--- config.mk ---
export PLATFORM = sky130hd
export DESIGN_NAME = inc_pulse_debouncer
export DESIGN_NICKNAME = d
export VERILOG_FILES = /design/src/rtl/debounce_pkg.sv /design/src/rtl/inc_pulse_debouncer_sync_2ff.sv /design/src/rtl/inc_pulse_debouncer.sv
export SDC_FILE = /design/constraint.sdc
export NUM_CORES = 1
export LEC_CHECK = 0
export BUFFER_PORTS_ARGS = -buffer_cell sky130_fd_sc_hd__clkbuf_2
export CAP_MARGIN = 25
export CORE_UTILIZATION = 41
export CTS_CLUSTER_DIAMETER = 150
export DETAILED_ROUTE_END_ITERATION = 10
export PLACE_DENSITY = 0.69
export SYNTH_ARGS = -nofsm -noshare
export SYNTH_HDL_FRONTEND = slang
export SYNTH_HIERARCHICAL = 1
export SYNTH_SLANG_ARGS = --single-unit
--- constraint.sdc ---
create_clock -name CLK -period 3.16 [get_ports CLK]
set_input_delay 0.632 -clock CLK [delete_from_list [all_inputs] [get_ports CLK]]
set_output_delay 0.632 -clock CLK [all_outputs]
set_load 0.005 [all_outputs]
--- src/rtl/debounce_pkg.sv ---
// Shared constants and elaboration helpers for debouncer-style input conditioning.
package debounce_pkg;

  localparam int DEFAULT_STABLE_CYCLES = 1000;
  localparam int DEFAULT_CNT_W         = 16;

  // Bits needed to hold values 0..value-1; returns 0 for value <= 1.
  function automatic int clog2_fn(input int value);
    int result;
    int rem;
    result = 0;
    rem    = value - 1;
    while (rem > 0) begin
      result = result + 1;
      rem    = rem >> 1;
    end
    return result;
  endfunction

endpackage

--- src/rtl/inc_pulse_debouncer_sync_2ff.sv ---
// Two-flop synchroniser for a single asynchronous bit, synchronously cleared to 0.
module sync_2ff (
  input  logic clk,
  input  logic rst,
  input  logic d,
  output logic q
);

  logic sync1_q;
  logic sync1_d;
  logic sync2_q;
  logic sync2_d;

  // Next-state of the synchroniser chain.
  always_comb begin
    sync1_d = d;
    sync2_d = sync1_q;
  end

  // Synchroniser flops.
  always_ff @(posedge clk) begin
    if (rst) begin
      sync1_q <= 1'b0;
      sync2_q <= 1'b0;
    end else begin
      sync1_q <= sync1_d;
      sync2_q <= sync2_d;
    end
  end

  assign q = sync2_q;

endmodule

--- src/rtl/inc_pulse_debouncer.sv ---
// Debounces a raw asynchronous input into a committed level plus one-cycle rise/fall pulses.
import debounce_pkg::*;

module inc_pulse_debouncer #(
  parameter int STABLE_CYCLES = DEFAULT_STABLE_CYCLES,
  parameter int CNT_W         = DEFAULT_CNT_W
) (
  input  logic CLK,
  input  logic RESET,
  input  logic I,
  output logic O_level,
  output logic O_rise,
  output logic O_fall
);

  // Never narrower than what STABLE_CYCLES-1 needs, and at least one bit.
  localparam int REQ_W = clog2_fn(STABLE_CYCLES);
  localparam int CW0   = (CNT_W > REQ_W) ? CNT_W : REQ_W;
  localparam int CW    = (CW0 > 0) ? CW0 : 1;
  localparam logic [CW-1:0] CNT_TERM = CW'(STABLE_CYCLES - 1);

  logic          i_sync;
  logic          state_q;
  logic          state_d;
  logic [CW-1:0] cnt_q;
  logic [CW-1:0] cnt_d;
  logic          rise_q;
  logic          rise_d;
  logic          fall_q;
  logic          fall_d;

  sync_2ff u_sync (
    .clk (CLK),
    .rst (RESET),
    .d   (I),
    .q   (i_sync)
  );

  // Stability qualification and commit of a new level.
  always_comb begin
    state_d = state_q;
    cnt_d   = cnt_q;
    rise_d  = 1'b0;
    fall_d  = 1'b0;
    if (i_sync != state_q) begin
      if (cnt_q == CNT_TERM) begin
        state_d = i_sync;
        cnt_d   = '0;
        rise_d  = i_sync;
        fall_d  = ~i_sync;
      end else begin
        cnt_d = cnt_q + CW'(1);
      end
    end else begin
      cnt_d = '0;
    end
  end

  // Committed level, counter and pulse flops; pulses land on the same edge as the level.
  always_ff @(posedge CLK) begin
    if (RESET) begin
      state_q <= 1'b0;
      cnt_q   <= '0;
      rise_q  <= 1'b0;
      fall_q  <= 1'b0;
    end else begin
      state_q <= state_d;
      cnt_q   <= cnt_d;
      rise_q  <= rise_d;
      fall_q  <= fall_d;
    end
  end

  assign O_level = state_q;
  assign O_rise  = rise_q;
  assign O_fall  = fall_q;

endmodule
==> impl_metrics.csv <==
group,metric,value,unit
run_status,status,"complete, no violations",
layout,finish.utilization,0.4663,
cts,cts_buffer_depth,2,
sta,final.setup.tns,0,ps
job,cap_violations,0,
worst_setup_path,reg2reg_depth,5,
cts,cts_made_buffers,3,
worst_setup_path,slowest_stage,"nand2_1",
yosys,syn_area_per_cell,9.707,um2
worst_setup_path,start_kind,"flip-flop",
sta,tightest_slew,512.8,ps
drt,route.detailed.drc,0,
floorplanning,dieHeight,48.42,um
power,sequentialPowerShare,0.675,
sta,slew_headroom,0.6573,
sta,clock.fmax,542.0,MHz
worst_setup_path,worstSetupEndpointType,"flip-flop",
cts,cts_resized,0,
yosys,ys_types,29,
yosys,synth_compound_area_frac,0.04391,
drt,viasPerCell,5.236,
worst_setup_path,critPathMaxStageDelay,480,ps
min_path,hold_end,"cnt_q[0]",
yosys,syn_nets,95,
placement,io_buffers,5,
placement,dp_hpwl,1038,um
power,power_switching,78.17,uW
floorplanning,core-area,0.002002,mm2
power,p_leak,0.0003362,uW
yosys,synth_xor_area_frac,0.1190,
yosys,ys_ff_latch,21,
yosys,ys_seq_area_frac,0.4759,
worst_setup_path,reg2reg_from,"cnt_q[0]",
sta,period_share,0.5839,
drt,post_drt_wl_per_cell,11.60,um
grt,grtUsageTotal,0.1389,
min_path,min_path_cells,1,
layout,layout-drive-gt1-share,0.1250,
grt,grt_max_degree,16,
layout,insertedDiodeCount,0,
sta,hold_violations,0,
floorplanning,initial_core_util,0.4412,
drt,top_layer_used,"met3",
sta,setup_slack,1315,ps
sta,setup_viol,0,
worst_setup_path,crit_type,"flip-flop to flip-flop",
worst_setup_path,r2r-end,"cnt_q[9]",
power,ir_drop,0.2697,mV
worst_setup_path,cp_cell_sequence,"ha_1, nor3b_1, nand4_1, nand2_1, nor2_1",
yosys,synth_top_area_cell,"dfxtp_1",
min_path,min_path_type,"flip-flop to flip-flop",
yosys,syn_inst,91,
cts,holdBufCountCts,0,
layout,nFillCells,206,
drt,drtAntennaViolNets,0,
power,clkPwrFrac,0.311,
drt,drt_iter0_drc,15,
yosys,synthMuxAreaShare,0.01133,
cts,h-tree-depth,1,
grt,grt_pass1_vias,568,
worst_setup_path,required,3330,ps
cts,cts.clk_slew.worst_paths,100,ps
worst_setup_path,r2r_setup_slack,1310,ps
cts,cts_tree,"yes",
power,pwr_density_cell,424.0,mW/mm2
sta,timing.final.crit_period,1845,ps
drt,vias,644,
cts,cts.sinks,21,
cts,post_cts_buffers,0,
sta,final_max_slew_viol_count,0,
floorplanning,row_count,16,
power,power.share.switching,0.1975,
yosys,synth_area_leaders,"dfxtp_1, xor2_1, nor2_1",
sta,fin_worst_skew,1.706,ps
grt,grt_pass1_wl,2504,um
layout,nNetsFinal,101,
yosys,ys_warn_count,6,
placement,gp_congestion,0.7307,
drt,met3WireLength,60,um
yosys,synth-simple-area-share,0.2918,
worst_setup_path,crit_arrival,2020,ps
yosys,synth_top_family_by_area,"simple AND/OR/NAND/NOR gates",
sta,rsz0062_at_grt,"false",
yosys,synth_top_cell_area_share,0.4759,
min_path,min_from,"cnt_q[0]",
power,combPwrFrac,0.014,
power,intPower,317.6,uW
cts,clock_latency,300,ps
drt,dr_wl_met2,674,um
power,power,395.7,uW
yosys,syn-cell-area,883.3,um2
floorplanning,design.die.area,0.002344,mm2
drt,routed_wirelength,1427,um
grt,overflow,0,
floorplanning,fp.dieW,48.42,um
worst_setup_path,critPathLaunch,"cnt_q[0]",
drt,dr.pass1.iters,4,
floorplanning,io_pins,6,
layout,area_growth,5.666,%
drt,wl_met1,693,um
yosys,synth-adder-area-share,0.01416,
grt,antenna_found_initial,0,
worst_setup_path,crit_fanout,15,
placement,place_ws,1322,ps
cts,root_buffer,"clkbuf_4",
## per-layer routing
metal | vias up | GRT usage
li1 | 323 | -
met1 | 311 | 0.1752
met2 | 10 | 0.2160
met3 | 0 | 0.05660
met4 | 0 | 0.04412
met5 | - | 0
## how the worst max path moves through the flow
stage / end / slack [ps] / cells after the start
6_report: cnt_q[9] / 1310 / 5
5_1_grt: cnt_q[9] / 1100 / 5
4_1_cts: cnt_q[9] / 1300 / 5
3_5_place_dp: cnt_q[9] / 1320 / 5
3_3_place_gp: cnt_q[9] / 1420 / 5
2_1_floorplan: cnt_q[10] / 1620 / 7
## kinds of logic after synthesis
family | Yosys count
xor+xnor | 12
compound gates | 6
simple gates | 45
flops | 21
mux | 1
fa+ha+maj | 1
buf+inv | 5
## cell usage after synthesis, drive strengths merged
cell type  instances
xnor2              2
nand2              5
nand3              5
nor4b              3
inv                1
nor3b              1
mux2i              1
or3                1
ha                 1
and2               2
a21oi              3
or4                2
o21ai              1
buf                4
nand4              5
and4               2
dfxtp             21
and3               2
o31ai              2
nor2b              2
xor2              10
nor4               1
nor2              14
## per-stage QoR
step           hold slack [ps]  std cells  instance area [um2]
3_3_place_gp             425.4        119                907.1
2_1_floorplan            412.9         91                883.3
3_5_place_dp             432.4        119                907.1
6_report                 455.4        123                933.4
4_1_cts                  462.1        123                933.4
5_1_grt                  486.8        123                933.4
## sequential cells by signal, summed over array words and instances, names as in the netlist
signal          cells
cnt_q              16
O_rise              1
u_sync/q            1
O_level             1
u_sync/sync1_q      1
O_fall              1
## critical path, delay by kind of cell (launching register included)
kind | cells | cell delay (ps)
simple gates | 4 | 1060
flops | 1 | 360
fa+ha+maj | 1 | 310
## area by class of cell
class	instances	area [um2]	area share
Multi-Input combinational cell	65	424.2	0.4544
Sequential cell	21	420.4	0.4504
Clock buffer	4	26.28	0.02815
Inverter	1	3.754	0.004021
Timing Repair Buffer	5	25.02	0.02681
Tap cell	27	33.78	0.03619
## power groups by stage
stage / sequential (uW) / combinational [uW] / clock (uW)
global placement: 273 / 5.53 / 0
CTS: 267 / 5.66 / 129
global route: 268 / 6.10 / 143
finish: 267 / 5.55 / 123
floorplan: 273 / 3.27 / 0
detailed placement: 273 / 5.64 / 0
## layout by cell type, fill, tap and decap left out, types with 2 or more instances in the layout
cell type,count
and2_1,2
and3_1,2
a21oi_1,2
nand2_1,3
nor2_1,14
and4_1,2
nor2b_1,2
xnor2_1,2
nand4_1,5
nand3_1,5
clkbuf_2,5
o31ai_1,2
xor2_1,10
nor4b_1,3
clkbuf_4,3
dfxtp_1,21
Power figures use the tool's default switching activity.
